--- config.mk ---
export PLATFORM = sky130hd
export DESIGN_NAME = io_timeout_guard64fta_flat
export DESIGN_NICKNAME = d
export VERILOG_FILES = /design/src/rtl/io_timeout_guard64fta_if.sv /design/src/rtl/io_timeout_guard64fta.sv /design/src/flat_wrapper.sv
export SDC_FILE = /design/constraint.sdc
export NUM_CORES = 1
export LEC_CHECK = 0
export ABC_AREA = 1
export CAP_MARGIN = 0
export CORE_ASPECT_RATIO = 0.7
export CORE_MARGIN = 4
export CORE_UTILIZATION = 45
export DETAILED_ROUTE_END_ITERATION = 8
export GPL_ROUTABILITY_DRIVEN = 0
export PLACE_DENSITY = 0.73
export REMOVE_ABC_BUFFERS = 1
export SYNTH_ARGS = -nofsm -noshare
export SYNTH_HDL_FRONTEND = slang
export SYNTH_SLANG_ARGS = --single-unit
--- constraint.sdc ---
create_clock -name clk_i -period 3.1 [get_ports clk_i]
set_clock_uncertainty 0.15 [all_clocks]
set_input_delay 0.62 -clock clk_i [delete_from_list [all_inputs] [get_ports clk_i]]
set_output_delay 0.62 -clock clk_i [all_outputs]
set_load 0.01 [all_outputs]
--- src/rtl/io_timeout_guard64fta_if.sv ---
// FTA 64-bit command request/response types and the timeout guard bus.
// Master side is the bridge/device pair, slave side is the guard.
package io_timeout_guard64fta_pkg;
  typedef struct packed {
    logic        cyc;
    logic        stb;
    logic        we;
    logic [7:0]  sel;
    logic [3:0]  cid;
    logic [7:0]  tid;
    logic [31:0] padr;
    logic [63:0] dat;
  } fta_cmd_request64_t;

  typedef struct packed {
    logic [3:0]  cid;
    logic [7:0]  tid;
    logic        stall;
    logic        next;
    logic        ack;
    logic        err;
    logic        rty;
    logic        pri;
    logic [31:0] adr;
    logic [63:0] dat;
  } fta_cmd_response64_t;
endpackage

interface io_timeout_guard64fta_if;
  import io_timeout_guard64fta_pkg::*;

  fta_cmd_request64_t  req_i;
  fta_cmd_response64_t resp_i;
  fta_cmd_response64_t resp_o;
  logic                full_o;
  logic [15:0]         tmo_cnt_o;
  logic [15:0]         late_cnt_o;
  logic [15:0]         drop_cnt_o;

  modport master (
    output req_i, resp_i,
    input  resp_o, full_o,
    input  tmo_cnt_o, late_cnt_o, drop_cnt_o
  );

  modport slave (
    input  req_i, resp_i,
    output resp_o, full_o,
    output tmo_cnt_o, late_cnt_o, drop_cnt_o
  );
endinterface

--- src/rtl/io_timeout_guard64fta.sv ---
// Tracks outstanding FTA requests by {cid,tid}, forwards device responses,
// and synthesizes err on timeout and rty when the tracker is full.
module io_timeout_guard64fta
  import io_timeout_guard64fta_pkg::*;
#(
  parameter int          DEPTH    = 4,
  parameter int unsigned TIMEOUT  = 1023,
  parameter bit          TRACK_WR = 1'b1,
  parameter logic [63:0] ERRDAT   = 64'hDEADDEADDEADDEAD
) (
  input logic clk_i,
  input logic rst_i,
  io_timeout_guard64fta_if.slave bus
);
  localparam int          IW  = $clog2(DEPTH);
  localparam logic [15:0] TMO = 16'(TIMEOUT);
  localparam logic [15:0] SAT = 16'hFFFF;

  fta_cmd_request64_t  req;
  fta_cmd_response64_t rin;
  fta_cmd_response64_t resp_q;

  logic [DEPTH-1:0] vld_q;
  logic [3:0]       cid_q [DEPTH];
  logic [7:0]       tid_q [DEPTH];
  logic [31:0]      adr_q [DEPTH];
  logic [15:0]      age_q [DEPTH];

  logic        rej_q;
  logic [3:0]  rcid_q;
  logic [7:0]  rtid_q;
  logic [31:0] radr_q;

  logic        pcs_q;
  logic [11:0] pkey_q;
  logic [15:0] tmo_q;
  logic [15:0] late_q;
  logic [15:0] drop_q;

  logic          cs;
  logic          cap;
  logic          rsp;
  logic          hit;
  logic          have_free;
  logic          have_exp;
  logic          new_rej;
  logic          emit_rej;
  logic          emit_tmo;
  logic          drop;
  logic [IW-1:0] hit_idx;
  logic [IW-1:0] free_idx;
  logic [IW-1:0] exp_idx;

  logic unused_req;

  assign req = bus.req_i;
  assign rin = bus.resp_i;
  assign unused_req = ^{req.sel, req.dat};

  always_comb begin
    cs  = req.cyc & req.stb;
    cap = cs
        & ~(pcs_q && pkey_q == {req.cid, req.tid})
        & ~(req.we & ~TRACK_WR);
    rsp = rin.ack | rin.err | rin.rty;
    hit       = 1'b0;
    hit_idx   = '0;
    have_free = 1'b0;
    free_idx  = '0;
    have_exp  = 1'b0;
    exp_idx   = '0;
    // Descending scan so the lowest index is the one left standing.
    for (int i = DEPTH - 1; i >= 0; i--) begin
      if (rsp && vld_q[i] && cid_q[i] == rin.cid
          && tid_q[i] == rin.tid) begin
        hit     = 1'b1;
        hit_idx = IW'(i);
      end
      if (!vld_q[i]) begin
        have_free = 1'b1;
        free_idx  = IW'(i);
      end
      if (vld_q[i] && age_q[i] == TMO) begin
        have_exp = 1'b1;
        exp_idx  = IW'(i);
      end
    end
    new_rej  = cap & ~have_free;
    emit_rej = ~hit & (rej_q | new_rej);
    emit_tmo = ~hit & ~emit_rej & have_exp;
    drop     = new_rej & rej_q & ~emit_rej;
  end

  always_ff @(posedge clk_i or negedge rst_i) begin
    if (!rst_i) begin
      vld_q  <= '0;
      for (int i = 0; i < DEPTH; i++) begin
        cid_q[i] <= '0;
        tid_q[i] <= '0;
        adr_q[i] <= '0;
        age_q[i] <= '0;
      end
      rej_q  <= 1'b0;
      rcid_q <= '0;
      rtid_q <= '0;
      radr_q <= '0;
      pcs_q  <= 1'b0;
      pkey_q <= '0;
      resp_q <= '0;
      tmo_q  <= '0;
      late_q <= '0;
      drop_q <= '0;
    end else begin
      pcs_q  <= cs;
      pkey_q <= {req.cid, req.tid};
      for (int i = 0; i < DEPTH; i++) begin
        if (vld_q[i] && age_q[i] != TMO)
          age_q[i] <= age_q[i] + 16'd1;
      end
      if (hit)
        vld_q[hit_idx] <= 1'b0;
      if (emit_tmo)
        vld_q[exp_idx] <= 1'b0;
      if (cap && have_free) begin
        vld_q[free_idx] <= 1'b1;
        cid_q[free_idx] <= req.cid;
        tid_q[free_idx] <= req.tid;
        adr_q[free_idx] <= req.padr;
        age_q[free_idx] <= '0;
      end

      // A pending reject leaving this cycle makes room for a new one.
      rej_q <= emit_rej ? (rej_q & new_rej) : (rej_q | new_rej);
      if (new_rej && !drop) begin
        rcid_q <= req.cid;
        rtid_q <= req.tid;
        radr_q <= req.padr;
      end

      resp_q <= '0;
      unique case (1'b1)
        hit: resp_q <= rin;
        emit_rej: begin
          resp_q.rty <= 1'b1;
          resp_q.cid <= rej_q ? rcid_q : req.cid;
          resp_q.tid <= rej_q ? rtid_q : req.tid;
          resp_q.adr <= rej_q ? radr_q : req.padr;
          resp_q.dat <= ERRDAT;
        end
        emit_tmo: begin
          resp_q.err <= 1'b1;
          resp_q.cid <= cid_q[exp_idx];
          resp_q.tid <= tid_q[exp_idx];
          resp_q.adr <= adr_q[exp_idx];
          resp_q.dat <= ERRDAT;
        end
        default: ;
      endcase

      if (emit_tmo && tmo_q != SAT)
        tmo_q <= tmo_q + 16'd1;
      if (rsp && !hit && late_q != SAT)
        late_q <= late_q + 16'd1;
      if (drop && drop_q != SAT)
        drop_q <= drop_q + 16'd1;
    end
  end

  assign bus.resp_o     = resp_q;
  assign bus.full_o     = &vld_q;
  assign bus.tmo_cnt_o  = tmo_q;
  assign bus.late_cnt_o = late_q;
  assign bus.drop_cnt_o = drop_q;
endmodule

--- src/flat_wrapper.sv ---
// flat-port wrapper written by rule: the top's interface ports become plain ports
module io_timeout_guard64fta_flat import io_timeout_guard64fta_pkg::*;
#(
  parameter int          DEPTH    = 4,
  parameter int unsigned TIMEOUT  = 1023,
  parameter bit          TRACK_WR = 1'b1,
  parameter logic [63:0] ERRDAT   = 64'hDEADDEADDEADDEAD
)
  (clk_i, rst_i, bus_req_i, bus_resp_i, bus_resp_o, bus_full_o, bus_tmo_cnt_o, bus_late_cnt_o, bus_drop_cnt_o);
  io_timeout_guard64fta_if bus_i ();
  input logic clk_i;
  input logic rst_i;
  input wire logic [$bits(bus_i.req_i)-1:0] bus_req_i;
  input wire logic [$bits(bus_i.resp_i)-1:0] bus_resp_i;
  output wire logic [$bits(bus_i.resp_o)-1:0] bus_resp_o;
  output wire logic [$bits(bus_i.full_o)-1:0] bus_full_o;
  output wire logic [$bits(bus_i.tmo_cnt_o)-1:0] bus_tmo_cnt_o;
  output wire logic [$bits(bus_i.late_cnt_o)-1:0] bus_late_cnt_o;
  output wire logic [$bits(bus_i.drop_cnt_o)-1:0] bus_drop_cnt_o;
  assign bus_i.req_i = bus_req_i;
  assign bus_i.resp_i = bus_resp_i;
  assign bus_resp_o = bus_i.resp_o;
  assign bus_full_o = bus_i.full_o;
  assign bus_tmo_cnt_o = bus_i.tmo_cnt_o;
  assign bus_late_cnt_o = bus_i.late_cnt_o;
  assign bus_drop_cnt_o = bus_i.drop_cnt_o;
  io_timeout_guard64fta #(.DEPTH(DEPTH), .TIMEOUT(TIMEOUT), .TRACK_WR(TRACK_WR), .ERRDAT(ERRDAT)) u_core (.clk_i(clk_i), .rst_i(rst_i), .bus(bus_i));
endmodule
==> results of run 1 <==
==> final cells by class <==
type / instances / share of cell area (%)
Multi-Input combinational cell: 2129 / 32.9
Clock inverter: 17 / 0.647
Tap cell: 674 / 2.81
Antenna cell: 2 / 0.0167
Inverter: 330 / 4.14
Timing Repair Buffer: 486 / 16.2
Sequential cell: 464 / 38.7
Clock buffer: 63 / 4.49
==> routing by layer <==
metal  GRT usage (%)  share of wire [%]  vias to the layer above
met5               0                  0                        -
met2            38.0                 44                      889
met3            4.72                8.4                       85
li1                -                  -                    10500
met4            5.70                1.8                        0
met1            36.1                 46                    10100
==> worst max-delay path: stages (launching register included) <==
cell,delay (ns)
dfrtp_1,0.63
nand2_1,0.12
nor2_2,0.30
clkdlybuf4s50_1,0.60
==> per-stage QoR <==
| stage | setup TNS, ns | utilization [%] | instance area (um2) | total power [mW] |
|---|---|---|---|---|
| 6_report | 0 | 58.7 | 30000 | 17.1 |
| 5_1_grt | 0 | 58.7 | 30000 | 18.1 |
| 4_1_cts | 0 | 58.7 | 30000 | 17.2 |
| 3_5_place_dp | -15.97 | 55.7 | 28400 | 11.5 |
| 3_3_place_gp | -11.16 | 55.7 | 28400 | 11.3 |
| 2_1_floorplan | -131.89 | - | 22700 | 9.80 |
==> worst paths after layout <==
path,to,depth (start not counted)
max,bus_full_o,3
min,u_core.adr_q[12],2
max reg2reg,u_core.bus.resp_o[104],8
min reg2reg,u_core.adr_q[12],2
max in group asynchronous,u_core.bus.resp_o[35],3
min in group asynchronous,u_core.bus.resp_o[14],2
==> layout by cell type (no fill, tap or decap), types with 14 or more instances in the layout <==
cell             netlist  final
o211ai_1              14     14
dfrtp_1              464    463
a21oi_1               33     33
clkbuf_16              0     47
nand2_2               18     18
inv_2                 18     18
buf_12                 0     32
buf_4                 18    129
xor2_1                47     47
nor3_1                42     42
inv_1                309    309
clkdlybuf4s50_1        0    323
nand4_1               88     88
nand3_1              224    223
nor2_1               286    283
o21ai_0              312    312
xnor2_1               17     17
nand2_1              952    949
==> sequential cells by signal, summed over array words and instances (netlist names), 16 cells and up <==
register,count
u_core.bus.late_cnt_o,16
u_core.tid_q,32
u_core.radr_q,32
u_core.age_q,64
u_core.cid_q,16
u_core.bus.tmo_cnt_o,16
u_core.bus.resp_o,114
u_core.adr_q,128
u_core.bus.drop_cnt_o,16
==> kinds of logic after synthesis <==
| kind of cell | Yosys count | synth area share, % |
|---|---|---|
| AND/OR/NAND/NOR | 1664 | 30.3 |
| flip-flops | 464 | 49.7 |
| buffers and inverters | 461 | 8.26 |
| AO/OA/AOI/OAI | 394 | 8.92 |
| XOR/XNOR | 64 | 2.40 |
| adder cells (fa/ha/maj) | 7 | 0.375 |
==> power by group <==
group | switching [mW] | internal, mW | total [mW] | leakage [nW]
clock | 2.44 | 3.30 | 5.73 | 0.757
sequential | 0.758 | 7.05 | 7.81 | 6.11
combinational | 1.97 | 1.63 | 3.59 | 7.91
total | 5.16 | 12.0 | 17.1 | 14.8
==> results_dict.tcl, run 1 <==
set metrics [dict create \
    track_usage_pct 24.6 \
    ys_ff_latch 464 \
    port_buffers 324 \
    die_height_um 199 \
    nets 3699 \
    regArea_um2 11600 \
    viasPerCell 5.19 \
    grt-ovfl-total 0 \
    cp-start-kind "register" \
    setup_ws_ns 0.0912 \
    pin_count 398 \
    die_area_um2 55700 \
    antenna_found_initial 2 \
    ys.flop_type "dfrtp_1" \
    synth-edff-count 0 \
    peakVddDrop_uv 350 \
    drtAntennaViolNets 0 \
    hold_path_class "register to register" \
    synthArstFlopShare_pct 100 \
    avgRoutedWirePerCell_um 16.6 \
    cts.sink_count 464 \
    clock-root-buffer "clkbuf_16" \
    startpoint "u_core.vld_q[2]" \
    path_max_fanout 9 \
    dp.cells 4082 \
    power_density_nw_per_um2 572 \
    cts_hold_buf 1 \
    cp.arrival_ns 2.24 \
    avgSynthCellArea_um2 7.65 \
    max_freq_ghz 0.332 \
    grt_max_degree 73 \
    core_area_um2 51000 \
    yosys.area.top_type_share_pct 49.7 \
    layout-drive-gt1-share_pct 9.46 \
    dp_hpwl_mm 49.6 \
    status "completed" \
    synth_top_area_cell "dfrtp_1" \
    ys_seq_area_share_pct 49.7 \
    p_leak_nw 14.8 \
    slew_viol_final 0 \
    yosysMostFrequentCell "nand2_1" \
    dpl_worst_slack_ns -0.192 \
    synth_area_leaders "dfrtp_1 50%, nand2_1 15%, o21ai_0 6.7%" \
    htree_levels 2 \
    maxCapViolCount 0 \
    synth.distinct_cells 46 \
    post_cts_buffers 0 \
    drt-initial-drc-count 2022 \
    tritoncts "built" \
    die-width_um 280 \
    stdcell_count 4165 \
    multi_input_area_um2 9860 \
    hold_viol 0 \
    syn_inst 3054 \
    syn-cell-area_um2 23400 \
    vias 21600 \
    fin_crit_ns 3.01 \
    worstHoldStart "u_core.adr_q[12]" \
    grt_pass1_vias 20500 \
    reg2reg_slack_ns 0.30 \
    rows 69 \
    routed_wirelength_mm 69.1 \
    cts-buffers-inserted 46 \
    cts_resized 0 \
    holdWs_ns 0.333 \
    cts.reportedPaths.clkPinSlew_ns 0.07 \
    worst_slew_pin_slew_ns 0.671 \
    critPathRequiredTime_ns 2.33 \
    period_share_pct 97.1 \
    netlist_top_cells_count "952 x nand2_1, 464 x dfrtp_1, 312 x o21ai_0, 309 x inv_1, 286 x nor2_1" \
    setup_viol 0 \
    relSlewSlack_pct 55.2 \
    grt_pass1_wl_mm 110 \
    area_delta_synth_final_pct 28.3 \
    cp-end-kind "output pin" \
    drcViolationCount 0 \
    start_util_pct 45.8 \
    clk_latency_ns 0.59 \
    cts_max_path_buffers 3 \
    yosysWarnings 0 \
    first_pass_iters 6 \
    critPathKind "register to output pin" \
    rsz0062_at_grt "no" \
    fill_cells 4604 \
    r2r-start "u_core.age_q[32]" \
]
Note: power is estimated with default switching activity, not from simulation.
==> run 2, diff against run 1 <==
CAP_MARGIN = unset   (was 0)
PLACE_DENSITY = 0.75   (was 0.73)
==> run 2 against run 1 <==
Compared with the run above:
- via count hardly changed
- first-iteration DRC count is 10% higher
- utilization is 0.24 points lower
- power is 2.2% lower
- clock power is 6.5% lower
- global-route usage is 0.21 points lower
- sequential share of layout area is 0.16 points higher
- combinational power hardly changed
- register-to-register slack better by 0.17 ns
- wire length is 0.53% lower
- fmax is 2.7% higher
==> results_dict.tcl, run 2 (synthesis results as in run 1) <==
set metrics [dict create \
    hold_path_class "register to register" \
    cp-end-kind "output pin" \
    slew_viol_final 0 \
    switchingPower_mw 5.04 \
    drtAntennaViolNets 0 \
    die_height_um 199 \
    max_freq_ghz 0.341 \
    start_util_pct 45.8 \
    port_buffers 324 \
    status "completed" \
    reg2reg_depth 13 \
    final_cell_mix "948 x nand2_1, 463 x dfrtp_1, 323 x clkdlybuf4s50_1" \
    drcViolationCount 0 \
    rsz0062_at_grt "no" \
    worst_slew_pin_slew_ns 0.689 \
    p_leak_nw 14.7 \
    hold_viol 0 \
    grt_pass1_vias 20300 \
    swShare_pct 30.1 \
    r2r-start "u_core.age_q[32]" \
    cts_max_path_buffers 3 \
    critPathRequiredTime_ns 2.33 \
    dp_hpwl_mm 49.8 \
    cts-buffers-inserted 45 \
    peakVddDrop_uv 367 \
    layout-drive-gt1-share_pct 8.95 \
    internal-power_mw 11.7 \
    core_area_um2 51000 \
    fin_crit_ns 2.93 \
    die_area_um2 55700 \
    critPathKind "register to output pin" \
    routed_wirelength_mm 68.7 \
    pin_count 398 \
    clk_latency_ns 0.57 \
    post_dp_cell_area_um2 28400 \
    cts.reportedPaths.clkPinSlew_ns 0.06 \
    top_register "u_core.adr_q" \
    final_common_cell "nand2_1" \
    tritoncts "built" \
    cp.arrival_ns 2.16 \
    rows 69 \
    r2r_end "u_core.bus.resp_o[85]" \
    hold_path_end "u_core.rcid_q[0]" \
    hold_depth 2 \
    drt-initial-drc-count 2232 \
    worstHoldStart "u_core.rcid_q[0]" \
    largest_register_ffs 128 \
    grt_pass1_wl_mm 109 \
    setup_viol 0 \
    relSlewSlack_pct 53.9 \
    cts.sink_count 464 \
    cts_hold_buf 1 \
    crit_chain "nand2_1, nor2_2, clkdlybuf4s50_1" \
    vias 21600 \
    viasPerCell 5.21 \
    power_frac_comb_pct 21.4 \
    maxCapViolCount 0 \
    grt-ovfl-total 0 \
    antenna_found_initial 4 \
    holdWs_ns 0.333 \
    nets 3685 \
    power_density_nw_per_um2 561 \
    reg2reg_slack_ns 0.47 \
    period_share_pct 94.5 \
    clock-root-buffer "clkbuf_16" \
    area_delta_synth_final_pct 27.8 \
    post_cts_buffers 0 \
    clock_power_share_pct 32.0 \
    cp-start-kind "register" \
    cts_resized 0 \
    first_pass_iters 6 \
    cpPeakStageDelay_ns 0.60 \
    die-width_um 280 \
    seqPwrFrac_pct 46.6 \
    startpoint "u_core.vld_q[2]" \
    avgRoutedWirePerCell_um 16.5 \
    path_max_fanout 9 \
    fin_area_um2 29800 \
    tns_ns 0 \
    track_usage_pct 24.4 \
    grt_max_degree 68 \
    htree_levels 2 \
    cp_slowest_cell "dfrtp_1" \
]
## run 2: cell types whose count changed in the layout (fill, tap and decap cells not counted), sizes merged
| cell | before | now |
|---|---|---|
| clkinvlp | 3 | 1 |
| inv | 331 | 330 |
| buf | 162 | 149 |
| diode | 2 | 3 |
| bufinv | 3 | 1 |
| clkbuf | 63 | 66 |
## run 2: power by group through the flow
| stage | Clock, mW | Sequential [mW] | Combinational, mW |
|---|---|---|---|
| 3_5_place_dp | 0 | 7.88 | 3.58 |
| 4_1_cts | 5.48 | 7.79 | 3.59 |
| 5_1_grt | 5.74 | 7.94 | 4.07 |
| 3_3_place_gp | 0 | 7.86 | 3.48 |
| 2_1_floorplan | 0 | 7.81 | 1.99 |
| 6_report | 5.36 | 7.81 | 3.59 |
## run 2: worst max-delay path by stage
stage	endpoint	slack [ns]	depth (start not counted)
2_1_floorplan	u_core.bus.resp_o[102]	-1.04	10
5_1_grt	bus_full_o	0.09	3
6_report	bus_full_o	0.17	3
3_3_place_gp	u_core.bus.drop_cnt_o[13]	-0.04	15
3_5_place_dp	u_core.bus.drop_cnt_o[2]	-0.10	15
4_1_cts	bus_full_o	0.13	3
## run 2: cell type report
class                      count  area [um2]
antenna                        3        7.51
clock buffer                  66        1330
clock inverter                12        98.8
fill                        4594       21200
inverter                     330        1240
multi-input combinational   2129        9850
sequential                   464       11600
tap                          674         843
timing repair buffer         473        4870
## run 2: critical path: cells and delay by family, from the launching register on
family / cells / cell delay, ns
flip-flops: 1 / 0.60
AND/OR/NAND/NOR: 2 / 0.40
buffers and inverters: 1 / 0.60
## run 2: layer usage
metal	routed length (um)	global-route usage (%)	vias to the layer above	share of wire (%)
met5	12	0	-	0.017
met1	31300	35.6	10100	46
met2	29500	37.1	890	43
li1	-	-	10500	-
met3	6310	5.48	105	9.2
met4	1620	6.19	2	2.4
## run 2: per-stage QoR
stage          util (%)  total power, mW  setup WS (ns)  std cells
6_report           58.5             16.8          0.169       4151
5_1_grt            58.5             17.7         0.0927       4150
2_1_floorplan         -             9.80          -1.04       2923
4_1_cts            58.5             16.9          0.129       4148
3_5_place_dp       55.7             11.5         -0.100       4069
3_3_place_gp       55.7             11.3        -0.0359       4069
